### config.mk
export PLATFORM = sky130hd
export DESIGN_NAME = hc138_req_decoder
export DESIGN_NICKNAME = d
export VERILOG_FILES = /design/src/rtl/hc138_req_decoder_pkg.sv /design/src/rtl/hc138_req_decoder.sv
export SDC_FILE = /design/constraint.sdc
export NUM_CORES = 1
export LEC_CHECK = 0
export CORE_MARGIN = 2
export CORE_UTILIZATION = 53
export DETAILED_ROUTE_END_ITERATION = 12
export GPL_TIMING_DRIVEN = 1
export PLACE_DENSITY_LB_ADDON = 0.2
export SETUP_SLACK_MARGIN = 0.1
export SLEW_MARGIN = 20
export SYNTH_ARGS = -nofsm -noshare
export SYNTH_HDL_FRONTEND = slang
export SYNTH_SLANG_ARGS = --single-unit
### constraint.sdc
create_clock -name clk -period 2.66 [get_ports clk]
set_input_delay 0.532 -clock clk [delete_from_list [all_inputs] [get_ports clk]]
set_output_delay 0.532 -clock clk [all_outputs]
set_load 0.02 [all_outputs]
### src/rtl/hc138_req_decoder_pkg.sv
// Shared encodings for the hc148/hc138 request path: FSM states and the all-lines-off pattern.
// Also provides the active-low one-hot helper used by the decoder output register.
package hc138_req_decoder_pkg;

  localparam logic [1:0] ST_IDLE    = 2'd0;
  localparam logic [1:0] ST_QUAL    = 2'd1;
  localparam logic [1:0] ST_ASSERT  = 2'd2;
  localparam logic [1:0] ST_RELEASE = 2'd3;

  localparam logic [7:0] ALL_OFF = 8'hFF;

  function automatic logic [7:0] onehot_n(input logic [2:0] line);
    onehot_n = ~(8'b0000_0001 << line);
  endfunction

endpackage

### src/rtl/hc138_req_decoder.sv
// Regenerates one active-low request line from the hc148 code after STABLE_CYCLES matching samples.
// The line drops STABLE_CYCLES edges after a stable code; ack retires it, and a disable retires it with an abort pulse.
module hc138_req_decoder
  import hc138_req_decoder_pkg::*;
#(
  parameter int unsigned STABLE_CYCLES = 3
) (
  input  logic       clk,
  input  logic       rst,
  input  logic       g1,
  input  logic       g2a_N,
  input  logic       g2b_N,
  input  logic [2:0] code_N,
  input  logic       gs_N,
  input  logic       eo_N,
  input  logic       ack,
  output logic [7:0] y_N,
  output logic       valid,
  output logic [2:0] idx,
  output logic       idle_o,
  output logic       abort
);

  localparam logic [3:0] CNT_LAST = 4'(STABLE_CYCLES - 1);

  logic [1:0] state_q, state_d;
  logic [2:0] cand_q, cand_d;
  logic [3:0] cnt_q, cnt_d;
  logic [7:0] y_n_q, y_n_d;
  logic       valid_q, valid_d;
  logic [2:0] idx_q, idx_d;
  logic       idle_q, idle_d;
  logic       abort_q, abort_d;
  logic       enabled;

  always_comb begin
    enabled = g1 & ~g2a_N & ~g2b_N;
    state_d = state_q;
    cand_d  = cand_q;
    cnt_d   = cnt_q;
    y_n_d   = y_n_q;
    valid_d = valid_q;
    idx_d   = idx_q;
    abort_d = 1'b0;
    idle_d  = ~eo_N & enabled;

    case (state_q)
      ST_IDLE: begin
        if (enabled && !gs_N) begin
          cand_d = code_N;
          if (STABLE_CYCLES == 1) begin
            y_n_d   = onehot_n(~code_N);
            idx_d   = ~code_N;
            valid_d = 1'b1;
            state_d = ST_ASSERT;
          end else begin
            cnt_d   = 4'd1;
            state_d = ST_QUAL;
          end
        end
      end
      ST_QUAL: begin
        if (!enabled || gs_N) begin
          cnt_d   = 4'd0;
          state_d = ST_IDLE;
        end else if (code_N != cand_q) begin
          // A changed code restarts qualification on the new value.
          cand_d = code_N;
          cnt_d  = 4'd1;
        end else if (cnt_q == CNT_LAST) begin
          y_n_d   = onehot_n(~cand_q);
          idx_d   = ~cand_q;
          valid_d = 1'b1;
          cnt_d   = 4'd0;
          state_d = ST_ASSERT;
        end else begin
          cnt_d = cnt_q + 4'd1;
        end
      end
      ST_ASSERT: begin
        // Disable takes priority over a coincident ack and is reported as an abort.
        if (!enabled) begin
          y_n_d   = ALL_OFF;
          valid_d = 1'b0;
          abort_d = 1'b1;
          state_d = ST_IDLE;
        end else if (ack) begin
          y_n_d   = ALL_OFF;
          valid_d = 1'b0;
          state_d = ST_RELEASE;
        end
      end
      ST_RELEASE: begin
        if (gs_N || !enabled) begin
          state_d = ST_IDLE;
        end
      end
      default: begin
        state_d = ST_IDLE;
      end
    endcase
  end

  always_ff @(posedge clk or posedge rst) begin
    if (rst) begin
      state_q <= ST_IDLE;
      cand_q  <= 3'd0;
      cnt_q   <= 4'd0;
      y_n_q   <= ALL_OFF;
      valid_q <= 1'b0;
      idx_q   <= 3'd0;
      idle_q  <= 1'b0;
      abort_q <= 1'b0;
    end else begin
      state_q <= state_d;
      cand_q  <= cand_d;
      cnt_q   <= cnt_d;
      y_n_q   <= y_n_d;
      valid_q <= valid_d;
      idx_q   <= idx_d;
      idle_q  <= idle_d;
      abort_q <= abort_d;
    end
  end

  assign y_N    = y_n_q;
  assign valid  = valid_q;
  assign idx    = idx_q;
  assign idle_o = idle_q;
  assign abort  = abort_q;

endmodule

==> flow_summary.ini, run 1 <==
[outcome]
status = finished, final reports clean

[global_route]
grt_max_degree = 24
grt_pass1_wl_um = 3620
grt-ovfl-total = 0
antenna_found_initial = 0
grt_pass1_vias = 838
grt_usage_pct = 18.6

[cells_and_area]
diodes = 0
drive_above_1_share_pct = 18.0
fillers = 190
fin_area_mm2 = 0.00147
nets = 147
areaGrowthSynthToFinish_pct = 24.3

[die]
io_pins = 25
start_util_pct = 54.7
floorplan.rows = 17
dieArea_mm2 = 0.00263
chipWidth_um = 51.3
fp.dieH_um = 51.3
coreArea_mm2 = 0.00217

[timing]
final.setup.worst_slack_ns = 0.619
rsz0062_at_grt = false
max_freq_mhz = 490
fin_crit_ns = 2.04
finalHoldViolCount = 0
final.setup.tns_ns = 0
slew_headroom_pct = 55.1
tightest_slew_ns = 0.674
drv_slew = 0
timing.final.crit_share_pct = 76.7
skew_ns = 0.00253
setup_viol = 0

[logic_synthesis]
yosys.area_share.simple_pct = 21.1
synth_cell_types = 34
synth_top_family_by_area = simple AND/OR/NAND/NOR gates
yosysSeqAreaShare_pct = 49.4
synthFlopType = dfrtp_1
synth_cells = 107
muxShareOfSynthArea_pct = 12.1
yosysMostFrequentCell = dfrtp_1
ys_top_cells_by_area = dfrtp_1, dfstp_2, mux2i_1
yosysTopAreaCell = dfrtp_1
post-synth-top-area-fraction_pct = 31.6
yosys-top-cells-count = dfrtp_1, nor2_1, mux2i_1, dfstp_2, inv_1
avgSynthCellArea_um2 = 11.1
synth_edf_count = 0
synth_fa_ha_area_share_pct = 2.11
synth-async-reset-ratio_pct = 100
synth_area_mm2 = 0.00119
synth_xor_area_share_pct = 2.22
ys_seq_elements = 23
yosysWarnings = 0
syn_nets = 120
synth-compound-area-share_pct = 8.12

[critical_path]
crit_type = primary input to flop
worstRegToRegCells = 6
crit_buf_inv = 1
crit_path_end_kind = flop
path_cells = clkdlybuf4s50_1 -> or3b_4 -> nor3_4 -> nand2_2 -> mux2i_1
cp-start-kind = primary input
r2r_end = idx[2]$_DFFE_PP0P_
slowest_delay_ns = 0.48
slowest_stage = clkdlybuf4s50_1
r2r_slack_ns = 0.83
rr_startpoint = cnt_q[0]$_DFFE_PP0P_
crit_path_start = g1
cp.arrival_ns = 2.27
crit_family = simple AND/OR/NAND/NOR gates
required_ns = 2.88
worstPathMaxFanout = 12

[cts]
htree_num_levels = 1
postCtsHoldBufs = 0
root_buffer = clkbuf_4
clk_path_buf_depth = 2
cts_resized = 0
cts_tree = done
clk_latency_ns = 0.30
post_cts_buffers = 0
cts_made_buffers = 3
clock-sinks = 23
path_clk_slew_ns = 0.12

[power_and_ir_drop]
p_sw_uw = 186
internal_power_uw = 491
power_frac_seq_pct = 60.1
power.share.switching_pct = 27.5
power_frac_comb_pct = 16.7
powerDensity_mw_per_mm2 = 460
p_leak_nw = 0.707
power.total_uw = 678
power_frac_clock_pct = 23.1
ir_drop_uv = 334

[drt]
drc_errors = 0
first_pass_iters = 4
avgViaCountPerCell = 5.30
antenna_left = 0
vias = 853
wl_per_cell_um = 13.7
initialDrtViolationCount = 11
totalWireLength_um = 2210

[placement]
place_hpwl_um = 1620
port_buffers = 24
post_dp_cell_area_mm2 = 0.00145
pre_cts_ws_ns = 0.286
place_congestion = 0.818

[hold_path]
min_path_type = flop to flop
hold_depth = 2
min_to = y_N[1]$_DFFE_PP1P_
hold_start = y_N[1]$_DFFE_PP1P_

[job]
max_cap_violations = 0
[power groups by stage]
| stage | logic (mW) | clock network (mW) | registers [mW] |
|---|---|---|---|
| 2_1_floorplan | 0.0931 | 0 | 0.393 |
| 3_3_place_gp | 0.112 | 0 | 0.411 |
| 3_5_place_dp | 0.115 | 0 | 0.413 |
| 4_1_cts | 0.114 | 0.166 | 0.407 |
| 5_1_grt | 0.127 | 0.180 | 0.412 |
| 6_report | 0.113 | 0.157 | 0.407 |
[layer usage]
layer  GRT usage, %  vias to the layer above  share of wire, %
li1               -                      424                 -
met3           3.22                        2               3.2
met5              0                        -                 0
met1           24.2                      409                45
met2           29.4                       18                51
met4           10.1                        0              0.54
[registers in the layout, indices dropped and copies added (netlist names)]
signal,flops
y_N,8
valid,1
idx,3
state_q,2
idle_o,1
abort,1
cnt_q,4
cand_q,3
[placed cells by master, fill, tap and decap left out, types with 2 or more instances in the layout]
master and count:
inv_1 8, xor2_1 3, buf_4 2, dfstp_2 8, mux2i_1 11, o311ai_2 2, nor3b_1 5, nor2_1 13
mux2_2 3, clkdlybuf4s50_1 24, and3b_1 2, nand3_1 4, clkbuf_4 3, dfrtp_1 15, ha_1 2, nand2_1 5
nor3_1 3, a21oi_1 3
[how the worst max path moves through the flow]
stage                     cells after the start                   end
after global placement                        5    idx[2]$_DFFE_PP0P_
final                                         5    idx[2]$_DFFE_PP0P_
after detailed placement                      5    idx[2]$_DFFE_PP0P_
after global routing                          5    idx[2]$_DFFE_PP0P_
after CTS                                     5    idx[2]$_DFFE_PP0P_
after floorplan                               4  cnt_q[3]$_DFFE_PP0P_
[area by class of cell]
cell class | instances | area (um^2) | area share (%)
inverter | 8 | 30.0 | 2.04
multi-input combinational | 72 | 542 | 36.8
timing repair buffer | 26 | 255 | 17.3
clock buffer | 4 | 26.3 | 1.78
tap | 28 | 35.0 | 2.38
sequential | 23 | 586 | 39.7
[logic make-up after synthesis]
family                     Yosys count
muxes                               14
and+or+nand+nor                     42
adders and majority gates            2
AOI/OAI and AO/OA                   11
buffers and inverters               12
DFF                                 23
xor gates and xnor gates             3
[worst reg2reg max path: stages (launching register included)]
cell       delay (ns)
dfrtp_1          0.44
inv_1            0.11
ha_1             0.19
nand4bb_1        0.12
nor4_2           0.32
nand2_2          0.31
mux2i_1          0.26
[per-stage QoR]
stage               hold WS, ns  cells  util (%)
finish                    0.540    161      67.9
global route              0.556    161      67.9
CTS                       0.545    161      67.9
detailed placement        0.520    157      66.7
global placement          0.509    157      66.7
floorplan                 0.485    107         -
Power figures use the tool's default switching activity.
==> run 2: changes to the inputs <==
--- a/config.mk
+++ b/config.mk
@@ -6,7 +6,7 @@
 export NUM_CORES = 1
 export LEC_CHECK = 0
 export CORE_MARGIN = 2
-export CORE_UTILIZATION = 53
+export CORE_UTILIZATION = 45
 export DETAILED_ROUTE_END_ITERATION = 12
 export GPL_TIMING_DRIVEN = 1
 export PLACE_DENSITY_LB_ADDON = 0.2
==> constraint.sdc (replaced) <==
create_clock -name clk -period 1.8 [get_ports clk]
set_input_delay 0.36 -clock clk [delete_from_list [all_inputs] [get_ports clk]]
set_output_delay 0.36 -clock clk [all_outputs]
set_load 0.02 [all_outputs]
==> run 2 against run 1 <==
Utilization decreased by 4.3 points. Power rose by 53%. First-iteration DRC count unchanged. Non-clock buffer count increased by 11. Combinational power grew 98%.
==> flow_summary.ini, run 2 (same netlist as run 1, synthesis figures left out) <==
[outcome]
status = finished, final reports clean

[cells_and_area]
fillers = 215
drive_above_1_share_pct = 25.7
final_cells = 174
diodes = 0
nets = 158
largest_register_ffs = 8
areaGrowthSynthToFinish_pct = 32.8
final_cell_mix = dfrtp_1, nor2_1, mux2i_1, dlygate4sd2_1, buf_4
final_common_cell = dfrtp_1

[drt]
avgViaCountPerCell = 5.17
totalWireLength_um = 2300
antenna_left = 0
wl_per_cell_um = 13.2
vias = 899
drc_errors = 0
initialDrtViolationCount = 11
first_pass_iters = 4

[power_and_ir_drop]
ir_drop_uv = 560
power.total_mw = 1.04
p_leak_nw = 0.776
powerDensity_mw_per_mm2 = 659

[critical_path]
worstPathMaxFanout = 1
cp.arrival_ns = 1.27
cp-start-kind = flop
crit_buf_inv = 1
slowest_stage = clkdlybuf4s50_1
crit_type = flop to primary output
slowest_delay_ns = 0.60
crit_path_end_kind = primary output
cp_num_cells = 1
crit_family = buffers and inverters
worstRegToRegCells = 7
required_ns = 1.44
path_cells = clkdlybuf4s50_1

[cts]
postCtsHoldBufs = 0
cts_tree = done
path_clk_slew_ns = 0.13
htree_num_levels = 1
root_buffer = clkbuf_4
clock-sinks = 23
clk_latency_ns = 0.32
cts_made_buffers = 3
clk_path_buf_depth = 2

[die]
chipWidth_um = 55.3
fp.dieH_um = 55.3
floorplan.rows = 18
dieArea_mm2 = 0.00306
coreArea_mm2 = 0.00248
start_util_pct = 47.9
io_pins = 25

[timing]
finalHoldViolCount = 0
tightest_slew_ns = 0.338
rsz0062_at_grt = false
slew_headroom_pct = 77.4
setup_viol = 0
skew_ns = 0.00730
fin_crit_ns = 1.63
timing.final.crit_share_pct = 90.6
drv_slew = 0
max_freq_mhz = 613

[global_route]
grt_usage_pct = 16.7
grt_pass1_vias = 892
grt-ovfl-total = 0
grt_max_degree = 24
grt_pass1_wl_um = 4010
antenna_found_initial = 0

[job]
max_cap_violations = 0

[placement]
port_buffers = 24
place_congestion = 0.852
place_hpwl_um = 1770
dp.cells = 170

[hold_path]
min_path_type = primary input to asynchronous set/reset pin
-- run 2: cell types whose count changed in the layout (fill, tap and decap cells not counted), sizes merged --
| cell | change |
|---|---|
| buf | +11 |
| dlymetal6s2s | +5 |
| dlygate4sd2 | +10 |
| clkbuf | -1 |
| clkdlybuf4s50 | -15 |
| clkinv | +1 |
-- run 2: timing repair --
action                     4_1_cts  5_1_grt
gates cloned                     0        0
pin swaps                        2        2
gates resized for setup         13        6
setup endpoints to repair       13       16
setup buffers                    0        0
-- run 2: final cells by class --
cell class	instances	area (um^2)	area share, %
Clock inverter	1	5.00	0.318
Tap cell	30	37.5	2.38
Sequential cell	23	586	37.2
Clock buffer	3	22.5	1.43
Inverter	8	30.0	1.91
Timing Repair Buffer	37	349	22.2
Multi-Input combinational cell	72	546	34.6
-- run 2: final timing paths --
kind                                 startpoint                endpoint  slack (ns)
max                            idle_o$_DFF_PP0_                  idle_o        0.17
min                                         rst        idle_o$_DFF_PP0_        0.36
max reg2reg                cnt_q[0]$_DFFE_PP0P_  state_q[0]$_DFFE_PP0P_        0.21
min reg2reg                cnt_q[0]$_DFFE_PP0P_    cnt_q[0]$_DFFE_PP0P_        0.54
max in group asynchronous                   rst      y_N[6]$_DFFE_PP1P_        1.15
min in group clk                          g2a_N        idle_o$_DFF_PP0_        0.45
-- run 2: where the power goes --
group          total [mW]  internal, mW  leakage [nW]  switching (mW)
registers           0.567         0.547         0.269          0.0192
logic               0.224         0.111         0.489           0.113
clock network       0.247        0.0834        0.0177           0.164
total                1.04         0.742         0.776           0.295
-- run 2: per-stage QoR --
stage	TNS [ns]	util (%)	worst slack, ns	instance area (um^2)	hold slack (ns)
final	0	63.6	0.169	1580	0.360
after global routing	0	63.6	0.102	1580	0.374
after CTS	0	62.9	0.0987	1560	0.367
after detailed placement	-4.54	61.9	-0.287	1530	0.525
after global placement	-3.82	61.9	-0.238	1530	0.511
after floorplan	0	-	0.258	1190	0.356
-- run 2: layer usage --
metal	up-vias	global-route usage, %	part of all wire, %
met5	-	0	0
met4	0	6.27	1.4
met3	5	4.92	3.1
met2	18	27.6	49
met1	429	20.5	46
li1	447	-	-
==> run 3: changes to the inputs <==
--- a/config.mk
+++ b/config.mk
@@ -6,8 +6,9 @@
 export NUM_CORES = 1
 export LEC_CHECK = 0
 export CORE_MARGIN = 2
-export CORE_UTILIZATION = 45
+export CORE_UTILIZATION = 55
 export DETAILED_ROUTE_END_ITERATION = 12
+export DONT_BUFFER_PORTS = 1
 export GPL_TIMING_DRIVEN = 1
 export PLACE_DENSITY_LB_ADDON = 0.2
 export SETUP_SLACK_MARGIN = 0.1
==> run 3 against run 2 <==
Setup slack improved by 0.048 ns. Final cell count decreased by 18%. Clock power decreased by 3%. Sequential share of layout area increased by 6.6 points. Via count decreased by 8.5%. Flip-flop and latch count unchanged. Design area decreased by 15%. Critical path type is now flop to flop. Largest cell class is now multi-input gates. Largest power group unchanged.
==> flow_summary.ini, run 3 (same netlist as run 1, synthesis figures left out) <==
[cells_and_area]
fin_area_mm2 = 0.00134
nets = 130
areaGrowthSynthToFinish_pct = 12.7
seq_area_um2 = 586
drive_above_1_share_pct = 30.2
fillers = 162
largest_register_ffs = 8
final_cell_mix = dfrtp_1, nor2_1, mux2i_1, dfstp_2
diodes = 0
multiInputGateArea_um2 = 587
final_common_cell = dfrtp_1

[global_route]
grt_pass1_vias = 858
grt_max_degree = 23
grt-ovfl-total = 0
antenna_found_initial = 0
grt_usage_pct = 20.1
grt_pass1_wl_um = 3860

[hold_path]
min_path_type = primary input to flop

[timing]
drv_slew = 0
max_freq_mhz = 632
slew_headroom_pct = 61.2
final.setup.tns_ns = 0
finalHoldViolCount = 0
setup_viol = 0
skew_ns = 0.00456
fin_crit_ns = 1.58
timing.final.crit_share_pct = 87.9
rsz0062_at_grt = false
tightest_slew_ns = 0.581

[power_and_ir_drop]
p_leak_nw = 0.638
powerDensity_mw_per_mm2 = 765
ir_drop_uv = 449

[cts]
clk_latency_ns = 0.31
clk_path_buf_depth = 2
cts_made_buffers = 3
cts_tree = done
clock-sinks = 23
htree_num_levels = 1
root_buffer = clkbuf_4
path_clk_slew_ns = 0.13

[drt]
antenna_left = 0
totalWireLength_um = 2260
avgViaCountPerCell = 5.76
drc_errors = 0
vias = 823
initialDrtViolationCount = 22
wl_per_cell_um = 15.8
first_pass_iters = 4

[placement]
place_hpwl_um = 1550
port_buffers = 0
post_dp_cell_area_mm2 = 0.00124
place_congestion = 0.841

[die]
start_util_pct = 59.3
chipWidth_um = 50.4
floorplan.rows = 16
dieArea_mm2 = 0.00254
coreArea_mm2 = 0.00200
fp.dieH_um = 50.4
io_pins = 25

[critical_path]
crit_type = flop to flop
crit_path_end_kind = flop
cp.arrival_ns = 1.82
worstPathMaxFanout = 12
cp-start-kind = flop
required_ns = 2.03

[job]
max_cap_violations = 0

[outcome]
status = finished, final reports clean
[run 3: cell count changes in the layout (fill, tap and decap cells not counted), moves of 2 or more]
cell	before	now
dlygate4sd2_1	10	0
clkdlybuf4s50_1	9	0
dlymetal6s2s_1	5	0
buf_4	10	7
buf_6	3	1
[run 3: where the power goes]
group          switching, mW  internal [mW]  leakage [nW]
Sequential            0.0284          0.548         0.269
Clock                  0.154         0.0864        0.0150
Combinational          0.112         0.0934         0.354
[run 3: timing repair]
item | CTS | global route
endpoints found under the setup margin | 0 | 13
hold buffers | 1 | 0
resized for setup | 0 | 8
endpoints found under the hold margin | 1 | 0
buffers inserted | 0 | 1
[run 3: per-layer routing]
layer | GRT usage (%) | vias to the layer above | part of all wire, %
li1 | - | 391 | -
met1 | 26.0 | 399 | 45
met2 | 32.9 | 29 | 46
met3 | 4.76 | 4 | 7.3
met4 | 7.21 | 0 | 1.3
met5 | 0 | - | 0
[run 3: worst paths after layout]
| kind | startpoint | endpoint | slack (ns) | cells after the start |
|---|---|---|---|---|
| worst min-delay path | eo_N | idle_o$_DFF_PP0_ | 0.1 | 1 |
| worst min register to register | cnt_q[0]$_DFFE_PP0P_ | cnt_q[0]$_DFFE_PP0P_ | 0.53 | 1 |
| worst max register to register | cnt_q[0]$_DFFE_PP0P_ | y_N[0]$_DFFE_PP1P_ | 0.22 | 7 |
| worst max-delay path | cnt_q[0]$_DFFE_PP0P_ | y_N[0]$_DFFE_PP1P_ | 0.22 | 7 |
| min in group asynchronous | rst | idle_o$_DFF_PP0_ | 0.31 | 2 |
| max in group asynchronous | rst | y_N[2]$_DFFE_PP1P_ | 0.97 | 3 |
[run 3: final cells by class]
cell class	instances	share of cell area, %
tap	27	2.53
inverter	8	2.25
timing repair buffer	9	5.52
sequential	23	43.8
clock buffer	4	1.97
multi-input combinational	72	43.9
[run 3: stage by stage]
| stage | setup WS [ns] | hold WS, ns | cells | util, % | total power, mW |
|---|---|---|---|---|---|
| 3_3_place_gp | 0.162 | 0.100 | 137 | 62.1 | 0.763 |
| 6_report | 0.217 | 0.0966 | 143 | 66.8 | 1.02 |
| 2_1_floorplan | 0.258 | 0.356 | 107 | - | 0.718 |
| 5_1_grt | 0.114 | 0.0838 | 143 | 66.8 | 1.08 |
| 4_1_cts | 0.162 | 0.0934 | 142 | 63.9 | 1.00 |
| 3_5_place_dp | 0.101 | 0.104 | 137 | 62.1 | 0.767 |
[run 3: critical path, stage by stage, from the launching register on]
cell	delay, ns
dfrtp_1	0.43
inv_2	0.10
ha_4	0.15
nand4bb_4	0.11
nor4_4	0.26
nand2_2	0.09
buf_6	0.18
mux2i_2	0.19
